==> src/rtl/ctrl_pkg.sv <==
// Shared types and constants for the multicycle main control FSM.
// Contents: state_t encoding, instruction-class codes, datapath mux-select codes,
// and the packed control word produced by the output decoder.
package ctrl_pkg;

    typedef enum logic [3:0] {
        FETCH    = 4'd0,
        DECODE   = 4'd1,
        MEMADR   = 4'd2,
        MEMREAD  = 4'd3,
        MEMWB    = 4'd4,
        MEMWRITE = 4'd5,
        EXECUTER = 4'd6,
        EXECUTEI = 4'd7,
        ALUWB    = 4'd8,
        BRANCH   = 4'd9
    } state_t;

    // Instruction class, Instr[27:26]; 2'b11 is undefined.
    localparam logic [1:0] OP_DP  = 2'b00;
    localparam logic [1:0] OP_MEM = 2'b01;
    localparam logic [1:0] OP_BR  = 2'b10;

    // ALU A operand select
    localparam logic [1:0] SRCA_RN  = 2'b00;
    localparam logic [1:0] SRCA_PC  = 2'b01;

    // ALU B operand select
    localparam logic [1:0] SRCB_REG  = 2'b00;
    localparam logic [1:0] SRCB_IMM  = 2'b01;
    localparam logic [1:0] SRCB_FOUR = 2'b10;

    // Result mux select
    localparam logic [1:0] RES_ALUOUT = 2'b00;
    localparam logic [1:0] RES_DATA   = 2'b01;
    localparam logic [1:0] RES_ALU    = 2'b10;

    typedef struct packed {
        logic       mem_req;
        logic       ir_write;
        logic       next_pc;
        logic       reg_w;
        logic       mem_w;
        logic       branch;
        logic       adr_src;
        logic [1:0] alu_src_a;
        logic [1:0] alu_src_b;
        logic [1:0] result_src;
        logic       alu_op;
    } ctrl_word_t;

endpackage

==> src/rtl/ctrl_fsm_outdec.sv <==
// Moore output decode: state -> raw control word (before bus-ready qualification).
// Ports: state_i current FSM state; cw_o control word, all fields 0 unless the state drives them.
// Purely combinational, zero latency; no flow control of its own.
module ctrl_fsm_outdec
    import ctrl_pkg::*;
(
    input  state_t     state_i,
    output ctrl_word_t cw_o
);

    always_comb begin
        cw_o = '0;
        case (state_i)
            FETCH: begin
                cw_o.adr_src    = 1'b0;
                cw_o.alu_src_a  = SRCA_PC;
                cw_o.alu_src_b  = SRCB_FOUR;
                cw_o.result_src = RES_ALU;
                cw_o.ir_write   = 1'b1;
                cw_o.next_pc    = 1'b1;
                cw_o.mem_req    = 1'b1;
            end
            DECODE: begin
                // PC+4 computed again so R15 reads as PC+8 during decode
                cw_o.alu_src_a  = SRCA_PC;
                cw_o.alu_src_b  = SRCB_FOUR;
                cw_o.result_src = RES_ALU;
            end
            MEMADR: begin
                cw_o.alu_src_a  = SRCA_RN;
                cw_o.alu_src_b  = SRCB_IMM;
            end
            MEMREAD: begin
                cw_o.adr_src    = 1'b1;
                cw_o.result_src = RES_ALUOUT;
                cw_o.mem_req    = 1'b1;
            end
            MEMWB: begin
                cw_o.result_src = RES_DATA;
                cw_o.reg_w      = 1'b1;
            end
            MEMWRITE: begin
                cw_o.adr_src    = 1'b1;
                cw_o.result_src = RES_ALUOUT;
                cw_o.mem_w      = 1'b1;
                cw_o.mem_req    = 1'b1;
            end
            EXECUTER: begin
                cw_o.alu_src_a  = SRCA_RN;
                cw_o.alu_src_b  = SRCB_REG;
                cw_o.alu_op     = 1'b1;
            end
            EXECUTEI: begin
                cw_o.alu_src_a  = SRCA_RN;
                cw_o.alu_src_b  = SRCB_IMM;
                cw_o.alu_op     = 1'b1;
            end
            ALUWB: begin
                cw_o.result_src = RES_ALUOUT;
                cw_o.reg_w      = 1'b1;
            end
            BRANCH: begin
                cw_o.alu_src_a  = SRCA_RN;
                cw_o.alu_src_b  = SRCB_IMM;
                cw_o.result_src = RES_ALU;
                cw_o.branch     = 1'b1;
            end
            default: cw_o = '0;
        endcase
    end

endmodule

==> src/rtl/ctrl_fsm.sv <==
// Multicycle main control FSM: fetch/decode/execute/memory/writeback sequencing, Moore outputs.
// Ports: clk, reset (async active-low), Op/Funct instruction fields, HREADY bus ready;
// control-word outputs and debug state. CTRL_FSM_WAITSTATE_EN enables AHB wait-state stalls.
module ctrl_fsm
    import ctrl_pkg::*;
#(
    parameter int STATE_W = 4
) (
    input  logic               clk,
    input  logic               reset,
    input  logic [1:0]         Op,
    input  logic [5:0]         Funct,
    input  logic               HREADY,
    output logic               MemReq,
    output logic               IRWrite,
    output logic               NextPC,
    output logic               RegW,
    output logic               MemW,
    output logic               Branch,
    output logic               AdrSrc,
    output logic [1:0]         ALUSrcA,
    output logic [1:0]         ALUSrcB,
    output logic [1:0]         ResultSrc,
    output logic               ALUOp,
    output logic [STATE_W-1:0] state
);

    state_t     state_q;
    state_t     state_d;
    ctrl_word_t cw;
    logic       bus_done;

    // Only the I and L/S bits steer the sequence; the rest belong to the ALU decoder.
    logic unused_funct;
    assign unused_funct = ^Funct[4:1];

`ifdef CTRL_FSM_WAITSTATE_EN
    assign bus_done = HREADY;
`else
    logic unused_hready;
    assign unused_hready = HREADY;
    assign bus_done      = 1'b1;
`endif

    // State register
    always_ff @(posedge clk or negedge reset) begin
        if (!reset) state_q <= FETCH;
        else        state_q <= state_d;
    end

    // Next-state logic; bus-facing states hold until the transfer completes.
    always_comb begin
        state_d = state_q;
        case (state_q)
            FETCH:    if (bus_done) state_d = DECODE;
            DECODE: begin
                case (Op)
                    OP_MEM:  state_d = MEMADR;
                    OP_DP:   state_d = Funct[5] ? EXECUTEI : EXECUTER;
                    OP_BR:   state_d = BRANCH;
                    default: state_d = FETCH;
                endcase
            end
            MEMADR:   state_d = Funct[0] ? MEMREAD : MEMWRITE;
            MEMREAD:  if (bus_done) state_d = MEMWB;
            MEMWRITE: if (bus_done) state_d = FETCH;
            EXECUTER: state_d = ALUWB;
            EXECUTEI: state_d = ALUWB;
            MEMWB:    state_d = FETCH;
            ALUWB:    state_d = FETCH;
            BRANCH:   state_d = FETCH;
            default:  state_d = FETCH;
        endcase
    end

    ctrl_fsm_outdec u_outdec (
        .state_i (state_q),
        .cw_o    (cw)
    );

    // Output logic. IRWrite/NextPC fire only on the completing fetch cycle and are
    // forced low while reset is held, even though the state already reads FETCH.
    always_comb begin
        MemReq    = cw.mem_req;
        IRWrite   = cw.ir_write & reset & bus_done;
        NextPC    = cw.next_pc  & reset & bus_done;
        RegW      = cw.reg_w;
        MemW      = cw.mem_w;
        Branch    = cw.branch;
        AdrSrc    = cw.adr_src;
        ALUSrcA   = cw.alu_src_a;
        ALUSrcB   = cw.alu_src_b;
        ResultSrc = cw.result_src;
        ALUOp     = cw.alu_op;
    end

    assign state = STATE_W'(state_q);

endmodule

==> config.mk <==
export PLATFORM = sky130hd
export DESIGN_NAME = ctrl_fsm
export DESIGN_NICKNAME = d
export VERILOG_FILES = /design/src/rtl/ctrl_pkg.sv /design/src/rtl/ctrl_fsm_outdec.sv /design/src/rtl/ctrl_fsm.sv
export SDC_FILE = /design/constraint.sdc
export NUM_CORES = 1
export LEC_CHECK = 0
export ABC_CLOCK_PERIOD_IN_PS = 1430
export CAP_MARGIN = 25
export CORE_MARGIN = 5
export CORE_UTILIZATION = 24
export DETAILED_ROUTE_END_ITERATION = 12
export MAX_ROUTING_LAYER = met4
export SLEW_MARGIN = 20
export SYNTH_ARGS = -nofsm -noshare
export SYNTH_HDL_FRONTEND = slang
export SYNTH_HIERARCHICAL = 1
export SYNTH_SLANG_ARGS = --single-unit
export TNS_END_PERCENT = 20
==> constraint.sdc <==
create_clock -name clk -period 1.43 [get_ports clk]
set_clock_uncertainty 0.2 [all_clocks]
set_input_delay 0.286 -clock clk [delete_from_list [all_inputs] [get_ports clk]]
set_output_delay 0.286 -clock clk [all_outputs]
set_load 0.01 [all_outputs]
==> key figures, run 1 <==
Outcome
  – Outcome: finished with violations
  – Failing checks: setup timing

Detailed routing
  – Drt total wl: 1310 µm
  – WL/cell: 12.5 µm
  – Iteration-0 DRC Markers: 2
  – Routed vias: roughly 490
  – Drt pass-1 iters: 2
  – Drc violations: 0
  – Post-DRT Antenna Nets: 0
  – Via/cell ratio: 4.66

Critical path
  – Crit path max-delay cell type: dfrtp_2
  – CP required: roughly 0.94 ns
  – WP data arrival: about 1.3 ns
  – Critical-path cell list: buf_4 -> o21ba_2 -> a211oi_2 -> buf_2
  – WS Path Type: flop to output pin
  – Worst Path Max Fanout: 5
  – Crit. End Element: output pin
  – Worst path max stage delay: 0.44 ns
  – Type of origin of the critical path: flop

Clocking
  – Worst-Skew Late Latency: 0.23 ns
  – Sink Count: 4
  – CTS clk-pin slew, worst paths: 0.04 ns
  – Longest Clk Path Bufs: 2
  – CTS Buf Count: 3
  – Clk root buf: clkbuf_4
  – CTS tree: built
  – Cts hold-fix bufs: 0
  – H-tree depth: 1

STA
  – RSZ-0062 raised after global routing: yes
  – Max Slew Vio Count: 0
  – Final hold slack: between 0.15 and 0.2 ns
  – Final Hold Viols: 0
  – Endpoints failing setup: 18
  – Post-route setup slack: -0.382 ns
  – Fin crit period: 1.81 ns
  – Sum Neg Setup Slack: -4.61 ns
  – Max Fclk: between 500 and 600 MHz
  – Period utilization: 1.27

Layout
  – Layout cell share with drive strength beyond 1: 0.742
  – Number of flip-flops under the largest register name: 4
  – N_diodes: 0
  – Area Overhead vs Synth: 133%
  – Final nets: 102
  – Filler instances: 127

Worst hold path
  – Hold Path Class: primary input to asynchronous set/reset pin

Synthesis
  – Number of synthesized flops with an enable pin: 0
  – Mean area per synthesized cell: 8.62 µm²
  – Mapped Cells: 45
  – Ys async rst share: 1.00
  – Post-synth top cells: 6 x nor3_1, 5 x buf_4, 4 x dfrtp_1, 3 x a211oi_1
  – Synth Flop Type: dfrtp_1
  – Area leader, netlist: dfrtp_1
  – Synth cell types: 26
  – Syn nets: 56
  – Top cells by area, synth: dfrtp_1 26%, buf_4 9.7%, nor3_1 7.7%, a211oi_1 5.8%, xnor2_1 4.5%
  – Post-Syn Area: slightly below 400 µm²
  – Yosys top cell area share: 0.258
  – Sequential fraction of the synthesis area: 0.258
  – Synthesis Warnings: 6
  – Synth Register Bits: 4
  – Count leader, synth: nor3_1

Power
  – Switch share: 0.398
  – Pwr dens: around 2300 nW/µm²
  – Comb pwr share: 0.810
  – Max IR drop VDD: 0.923 mV
  – Sequential cell fraction of total power: 0.125
  – Sw power: 0.829 mW
  – Clock power frac: 0.065
  – Internal power: 1.25 mW
  – Total power: 2.08 mW
  – Leakage power: 0.430 nW

Global route
  – Total Routing Usage GR: 0.110
  – Vias in the first global route: ~480
  – First-pass GRT wire length: 2120 µm
  – Gr ovfl total: 0
  – Largest net degree at the start of global routing: 8
  – Initial antenna violation count: 0

Die
  – Vert. Die Dim: 50.2 µm
  – Num rows: 14
  – Num ports: 29
  – Die footprint: 2520 µm²
  – Die width: 50.2 µm
  – Initial Util: 0.255
  – CORE AREA: roughly 1500 µm²

Job
  – Max-cap violations: 0

Place
  – IO buf count: 22
  – Hpwl dp: 786 µm
  – RePlAce Congestion: 0.745
cells by family (layout without fill, tap and decap cells):
logic type                count (synthesis)  after routing  synth area share
muxes                                     1              1            0.0290
and+or+nand+nor                          21             21             0.381
DFF                                       4              4             0.258
xor gates and xnor gates                  2              2            0.0452
AOI/OAI and AO/OA                         8              8             0.145
buffers and inverters                     8             52             0.132
other                                     1              1           0.00967
layer usage:
| layer | GRT usage | share of wire |
|---|---|---|
| met5 | - | 0 |
| met4 | 0.0262 | 0 |
| met3 | 0.0710 | 0.11 |
| met1 | 0.112 | 0.36 |
| met2 | 0.176 | 0.53 |
cell type report:
class	count	area, µm²	share of cell area
Timing Repair Buffer	48	425	0.470
Clock buffer	3	22.5	0.0249
Tap cell	16	20.0	0.0221
Inverter	1	3.75	0.00415
Sequential cell	4	105	0.116
Multi-Input combinational cell	33	328	0.362
timing repair:
item                                    in CTS  in global routing
buffers inserted                            11                  2
endpoints found under the setup margin      18                 19
resized for setup                           85                 15
pin swaps                                    7                  8
worst paths after layout:
check / start / end / slack [ns] / cells after the start
max in group asynchronous: reset / state[3]$_DFF_PN0_ / 0.74 / 2
max reg2reg: state[0]$_DFF_PN0_ / state[1]$_DFF_PN0_ / -0.07 / 5
max: state[2]$_DFF_PN0_ / MemReq / -0.38 / 4
min: reset / state[2]$_DFF_PN0_ / 0.17 / 2
min reg2reg: state[0]$_DFF_PN0_ / state[0]$_DFF_PN0_ / 0.52 / 3
min in group clk: Funct[5] / state[0]$_DFF_PN0_ / 0.51 / 3
cells in the final DEF, fill, tap and decap left out, types with 2 or more instances in the layout:
cell and count:
a21oi_1 2, buf_2 11, nand2b_4 2, clkdlybuf4s50_1 5
a211oi_2 2, buf_4 10, dfrtp_2 4, buf_6 21
nor3_1 2, nor3_2 4, clkbuf_4 3
metrics by stage:
stage	setup WS, ns	cell area [µm²]	utilization	std cells
after global routing	-0.449	905	0.594	105
after floorplan	-0.181	437	-	45
final	-0.382	905	0.594	105
after detailed placement	-0.520	711	0.466	89
after global placement	-0.510	711	0.466	89
after CTS	-0.404	833	0.547	103
worst max-delay path, delay by kind of cell, from the launching register on:
kind / cells / cell delay [ns]
AO/OA/AOI/OAI: 2 / 0.34
buffers and inverters: 2 / 0.32
flip-flops: 1 / 0.44
power groups by stage:
stage                     Combinational (mW)  Clock (mW)  Sequential [mW]
after floorplan                        0.733           0            0.269
after global placement                  1.28           0            0.290
after detailed placement                1.28           0            0.290
after CTS                               1.48       0.143            0.252
after global routing                    1.83       0.151            0.273
final                                   1.69       0.136            0.260
(Power assumes the default switching activity.)
==> run 2: changes to the inputs <==
Settings changed: CORE_AREA set to 5 5 42 44, CORE_MARGIN 5 to unset, CORE_UTILIZATION 24 to unset, DIE_AREA set to 0 0 47 49, PLACE_DENSITY set to 0.68, SYNTH_HIERARCHICAL 1 to unset.
==> key figures, run 2 <==
Critical path
  – Crit path max-delay cell type: dfrtp_2
  – CP most frequent cell: buf_6
  – Buf+Inv Stages, Crit Path: 3 (+1)
  – Crit. End Element: output pin
  – Worst r2r dst: state[1]$_DFF_PN0_
  – Crit Reg-Reg Startpoint: state[1]$_DFF_PN0_
  – WS Path Type: flop to output pin
  – Worst Path Max Fanout: 5 (unchanged)
  – WP data arrival: 1.34 ns (about the same)
  – Worst path max stage delay: 0.43 ns (about the same)
  – Reg2Reg Depth: 5 (unchanged)
  – Critical path's top delay family: flip-flops
  – Type of origin of the critical path: flop
  – Worst R2R Setup Slack: 0.06 ns (+0.13 ns)
  – CP required: 0.94 ns (about the same)
  – Critical-path cell list: buf_6 -> buf_6 -> xnor2_2 -> nor3_2 -> buf_2

Detailed routing
  – Drc violations: 0 (unchanged)
  – WL/cell: 11.6 µm (-6.7%)
  – Post-DRT Antenna Nets: 0 (unchanged)
  – Iteration-0 DRC Markers: 5 (+3)
  – Drt total wl: 1160 µm (-11%)
  – Drt pass-1 iters: 3 (+1)
  – Routed vias: 448 (-8.4%)
  – Via/cell ratio: 4.48 (-3.8%)

STA
  – Max Slew Vio Count: 0 (unchanged)
  – Sum Neg Setup Slack: -4.17 ns (+0.437 ns)
  – Post-route setup slack: -0.399 ns (-0.0169 ns)
  – Fin crit period: 1.83 ns (+0.0169 ns)
  – Endpoints failing setup: 16 (-2)
  – Max Fclk: 547 MHz (-0.92%)
  – Final hold slack: 0.149 ns (-0.0249 ns)
  – Final Hold Viols: 0 (unchanged)
  – Period utilization: 1.28 (+0.0118)
  – RSZ-0062 raised after global routing: yes

Power
  – Leakage power: 0.388 nW (-9.8%)
  – Sw power: 0.752 mW (-9.3%)
  – Total power: 1.86 mW (-11%)
  – Internal power: 1.11 mW (-12%)
  – Clock power frac: 0.076 (+0.011)
  – Switch share: 0.404 (+0.00619)
  – Pwr dens: 2350 nW/µm² (+2.0%)
  – Comb pwr share: 0.791 (-0.019)
  – Max IR drop VDD: 0.951 mV (+3.1%)
  – Sequential cell fraction of total power: 0.134 (+0.009)

Layout
  – Layout cell share with drive strength beyond 1: 0.750 (+0.00843)
  – Final Util: 0.565 (-0.0284)
  – Final non-filler cell total: 100 (-4.8%)
  – Commonest non-fill, non-tap cell in the layout: buf_6
  – N_diodes: 0 (unchanged)
  – Filler instances: 134 (+5.5%)
  – Final nets: 97 (-4.9%)
  – Number of flip-flops under the largest register name: 4 (unchanged)
  – Most frequent cells in the layout: 16 x buf_6, 15 x buf_4, 9 x buf_2
  – Area Overhead vs Synth: 141%
  – Final instance area: 792 µm² (-12%)

Synthesis
  – Area leader, netlist: dfrtp_1
  – Top cells by area, synth: dfrtp_1 30%, nor2_1 8.0%, buf_4 6.8%, nand2b_1 5.7%, a211oi_1 4.6%
  – Synthesis Warnings: 0 (-6)
  – Sequential fraction of the synthesis area: 0.304 (+0.0461)
  – Mapped Cells: 41 (-8.9%)
  – Syn nets: 52 (-7.1%)
  – Count leader, synth: nor2_1
  – Ys async rst share: 1.00 (unchanged)
  – Post-Syn Area: 329 µm² (-15%)
  – Post-synth top cells: 7 x nor2_1, 4 x dfrtp_1, 3 x buf_4, 3 x nand2b_1
  – Synth cell types: 22 (-15%)
  – Synth Flop Type: dfrtp_1
  – Yosys top cell area share: 0.304 (+0.0461)
  – Mean area per synthesized cell: 8.03 µm² (-6.9%)
  – Synth Register Bits: 4 (unchanged)
  – Number of synthesized flops with an enable pin: 0 (unchanged)

Global route
  – Gr ovfl total: 0 (unchanged)
  – Largest net degree at the start of global routing: 7 (-1)
  – Total Routing Usage GR: 0.112 (+0.00247)
  – Vias in the first global route: 415 (-13%)
  – Initial antenna violation count: 0 (unchanged)
  – First-pass GRT wire length: 1840 µm (-13%)

Place
  – Hpwl dp: 792 µm (+0.69%)
  – DP Area: 647 µm² (-9.0%)
  – RePlAce Congestion: 0.749 (+0.54%)
  – IO buf count: 22 (unchanged)
  – Placed insts: 87 (-2.2%)
  – Pre-CTS WS: -0.601 ns (-0.0804 ns)

Clocking
  – Sink Count: 4 (unchanged)
  – Clk root buf: clkbuf_4
  – H-tree depth: 1 (unchanged)
  – Worst-Skew Late Latency: 0.24 ns (about the same)
  – CTS clk-pin slew, worst paths: 0.04 ns (about the same)
  – CTS Buf Count: 3 (unchanged)
  – Longest Clk Path Bufs: 2 (unchanged)
  – CTS tree: built

Outcome
  – Outcome: finished with violations
  – Failing checks: setup timing

Die
  – Initial Util: 0.235 (-0.0197)
  – Die width: 47 µm (-6.4%)
  – Num rows: 14 (unchanged)
  – Die footprint: 2300 µm² (-8.6%)
  – Num ports: 29 (unchanged)
  – Vert. Die Dim: 49 µm (-2.4%)
  – CORE AREA: 1400 µm² (-8.0%)

Worst hold path
  – Hold Path Class: primary input to asynchronous set/reset pin

Job
  – Max-cap violations: 0 (unchanged)
==> run 2: cell count changes after synthesis, sizes merged, moves of 2 or more <==
cell,change
nor2,+6
buf,-2
and2,-2
nand2b,+2
nor3,-5
==> run 2: cell families (layout without fill, tap and decap cells) <==
group           Yosys count  in the layout  synth area share
buf+inv                   7             50             0.122
flops                     4              4             0.304
simple gates             18             18             0.323
xor+xnor                  1              1            0.0266
other cells               1              1            0.0114
compound gates           10             10             0.213
==> run 2: area by class of cell <==
type / instances / area (µm²) / share of cell area
Clock buffer: 3 / 22.5 / 0.0284
Sequential cell: 4 / 105 / 0.133
Timing Repair Buffer: 45 / 388 / 0.490
Tap cell: 16 / 20.0 / 0.0253
Inverter: 2 / 7.51 / 0.00948
Multi-Input combinational cell: 30 / 249 / 0.314
==> run 2: power groups by stage <==
stage	clock (mW)	sequential [mW]	combinational (mW)
2_1_floorplan	0	0.233	0.588
3_3_place_gp	0	0.241	1.21
3_5_place_dp	0	0.243	1.22
4_1_cts	0.149	0.248	1.26
5_1_grt	0.153	0.264	1.59
6_report	0.141	0.248	1.47
==> run 2: repair_timing <==
item,in CTS,in global routing
gates resized for setup,84,13
buffers inserted,7,3
hold buffers,0,0
pin swaps,4,3
endpoints found under the setup margin,17,18
==> run 2: layer usage <==
metal  up-vias  wire [µm]  global-route usage
li1        228          -                   -
met1       203        443               0.125
met2        15        605               0.179
met3         2         92              0.0295
met4         0         21              0.0553
met5         -          0                   -
==> run 2: how the worst max path moves through the flow <==
stage	startpoint	to	slack (ns)	cells past startpoint
floorplan	state[1]$_DFF_PN0_	ALUSrcB[0]	-0.14	3
global placement	reset	IRWrite	-0.59	3
detailed placement	reset	NextPC	-0.60	3
CTS	state[2]$_DFF_PN0_	ALUSrcB[0]	-0.39	4
global route	state[2]$_DFF_PN0_	AdrSrc	-0.48	5
finish	state[2]$_DFF_PN0_	AdrSrc	-0.40	5
==> run 3: changes to the inputs <==
Settings changed: ABC_CLOCK_PERIOD_IN_PS 1430 to 1750, PLACE_DENSITY 0.68 to 0.66.
Clock period 1.43 ns to 1.75 ns, I/O delays scaled along.
==> key figures, run 3 (synthesized netlist as in run 2, its figures left out) <==
Layout
  – Most frequent cells in the layout: 16 x buf_4, 12 x buf_2, 5 x clkdlybuf4s50_1
  – Filler instances: 143 (+6.7%)
  – Area Overhead vs Synth: 117%
  – Multi-input logic area: 246 µm² (-1.0%)
  – Number of flip-flops under the largest register name: 4 (unchanged)
  – Commonest non-fill, non-tap cell in the layout: buf_4
  – Storage element area: 105 µm² (unchanged)
  – N_diodes: 0 (unchanged)
  – Final non-filler cell total: 97 (-3.0%)
  – Final Util: 0.511 (-0.0545)
  – Layout cell share with drive strength beyond 1: 0.716 (-0.0340)
  – Final instance area: 716 µm² (-9.6%)
  – Final nets: 94 (-3.1%)

Global route
  – Gr ovfl total: 0 (unchanged)
  – Initial antenna violation count: 0 (unchanged)
  – Largest net degree at the start of global routing: 7 (unchanged)
  – Total Routing Usage GR: 0.121 (+0.00870)
  – Vias in the first global route: 453 (+9.2%)
  – First-pass GRT wire length: 2010 µm (+9.0%)

Job
  – Max-cap violations: 0 (unchanged)

STA
  – Final hold slack: 0.228 ns (+0.0794 ns)
  – Max Slew Vio Count: 0 (unchanged)
  – Fin crit period: 1.90 ns
  – RSZ-0062 raised after global routing: yes
  – Period utilization: 1.09
  – Sum Neg Setup Slack: -0.479 ns (+3.69 ns)
  – Final Hold Viols: 0 (unchanged)
  – Max Fclk: roughly 530 MHz
  – Endpoints failing setup: 10 (-6)
  – Post-route setup slack: -0.151 ns (+0.248 ns)

Die
  – CORE AREA: 1400 µm² (unchanged)
  – Num ports: 29 (unchanged)
  – Die width: 47 µm (unchanged)
  – Num rows: 14 (unchanged)
  – Die footprint: 2300 µm² (unchanged)
  – Vert. Die Dim: 49 µm (unchanged)
  – Initial Util: 0.235 (unchanged)

Place
  – Hpwl dp: 847 µm (+6.9%)
  – RePlAce Congestion: 0.781 (+4.2%)
  – DP Area: 649 µm² (+0.39%)
  – Pre-CTS WS: -0.411 ns (+0.190 ns)
  – Placed insts: 89 (+2.3%)
  – IO buf count: 22 (unchanged)

Clocking
  – Longest Clk Path Bufs: 2 (unchanged)
  – Worst-Skew Late Latency: 0.23 ns (about the same)
  – Clk root buf: clkbuf_4
  – CTS tree: built
  – H-tree depth: 1 (unchanged)
  – CTS Buf Count: 3 (unchanged)
  – Sink Count: 4 (unchanged)
  – CTS clk-pin slew, worst paths: 0.04 ns (about the same)

Power
  – Max IR drop VDD: 0.675 mV (-29%)
  – Total power: 1.39 mW (-25%)
  – Pwr dens: 1940 nW/µm² (-18%)
  – Leakage power: 0.362 nW (-6.5%)

Detailed routing
  – Via/cell ratio: 4.31 (-3.8%)
  – Drc violations: 0 (unchanged)
  – Drt total wl: 1230 µm (+5.6%)
  – Iteration-0 DRC Markers: 0 (-5)
  – Drt pass-1 iters: 1 (-2)
  – WL/cell: 12.6 µm (+8.9%)
  – Post-DRT Antenna Nets: 0 (unchanged)
  – Routed vias: 418 (-6.7%)

Critical path
  – Crit. End Element: output pin
  – Worst Path Max Fanout: 6 (+1)
  – WS Path Type: flop to output pin
  – Buf+Inv Stages, Crit Path: 1 (-2)
  – CP required: 1.20 ns (+0.26 ns)
  – WP data arrival: 1.35 ns (about the same)
  – Critical path's top delay family: flip-flops
  – Crit path max-delay cell type: dfrtp_2
  – Critical-path cell list: and2b_2 -> a221o_1 -> buf_2
  – Worst path max stage delay: 0.45 ns (+0.02 ns)
  – Type of origin of the critical path: flop

Outcome
  – Outcome: finished with violations
  – Failing checks: setup timing

Worst hold path
  – Hold Path Class: primary input to asynchronous set/reset pin
-- run 3: changes by cell type in the layout (fill, tap and decap cells not counted), sizes merged --
cell	delta
buf	-8
clkbuf	+2
dlygate4sd2	+2
clkdlybuf4s15	+1
-- run 3: power breakdown --
| part | internal, mW | leakage, nW | switching [mW] |
|---|---|---|---|
| Clock | 0.0766 | 0.0138 | 0.0357 |
| Sequential | 0.139 | 0.0463 | 0.0714 |
| Combinational | 0.578 | 0.302 | 0.485 |
-- run 3: final timing paths --
kind                       slack [ns]                 end  depth (start not counted)          startpoint
setup / recovery                -0.15          ALUSrcB[0]                          3  state[1]$_DFF_PN0_
min in group clk                 0.54  state[0]$_DFF_PN0_                          3            Funct[5]
max in group asynchronous        1.00  state[2]$_DFF_PN0_                          2               reset
hold / removal                   0.23  state[0]$_DFF_PN0_                          2               reset
hold reg to reg                  0.55  state[0]$_DFF_PN0_                          3  state[0]$_DFF_PN0_
setup reg to reg                 0.32  state[1]$_DFF_PN0_                          5  state[1]$_DFF_PN0_
-- run 3: layout make-up --
cell class                 count  share of cell area
tap                           16              0.0280
timing repair buffer          42               0.439
inverter                       2              0.0105
sequential                     4               0.147
multi-input combinational     30               0.344
clock buffer                   3              0.0315
-- run 3: worst register-to-register path: stages, from the launching register on --
cell	delay [ns]
dfrtp_2	0.45
and2b_2	0.23
buf_6	0.12
buf_4	0.12
a2bb2oi_1	0.14
nor2_1	0.06
-- run 3: routing by layer --
layer,share of wire,global-route usage,vias to the layer above,wire (µm)
li1,-,-,221,-
met1,0.37,0.129,184,451
met2,0.56,0.201,13,687
met3,0.072,0.0295,0,88
met4,0,0.0553,0,0
met5,0,-,-,0
-- run 3: repair_timing --
item	in CTS	in global routing
hold buffers	0	0
resized for setup	69	13
pin swaps	4	0
endpoints found under the setup margin	17	14
buffers inserted	5	0
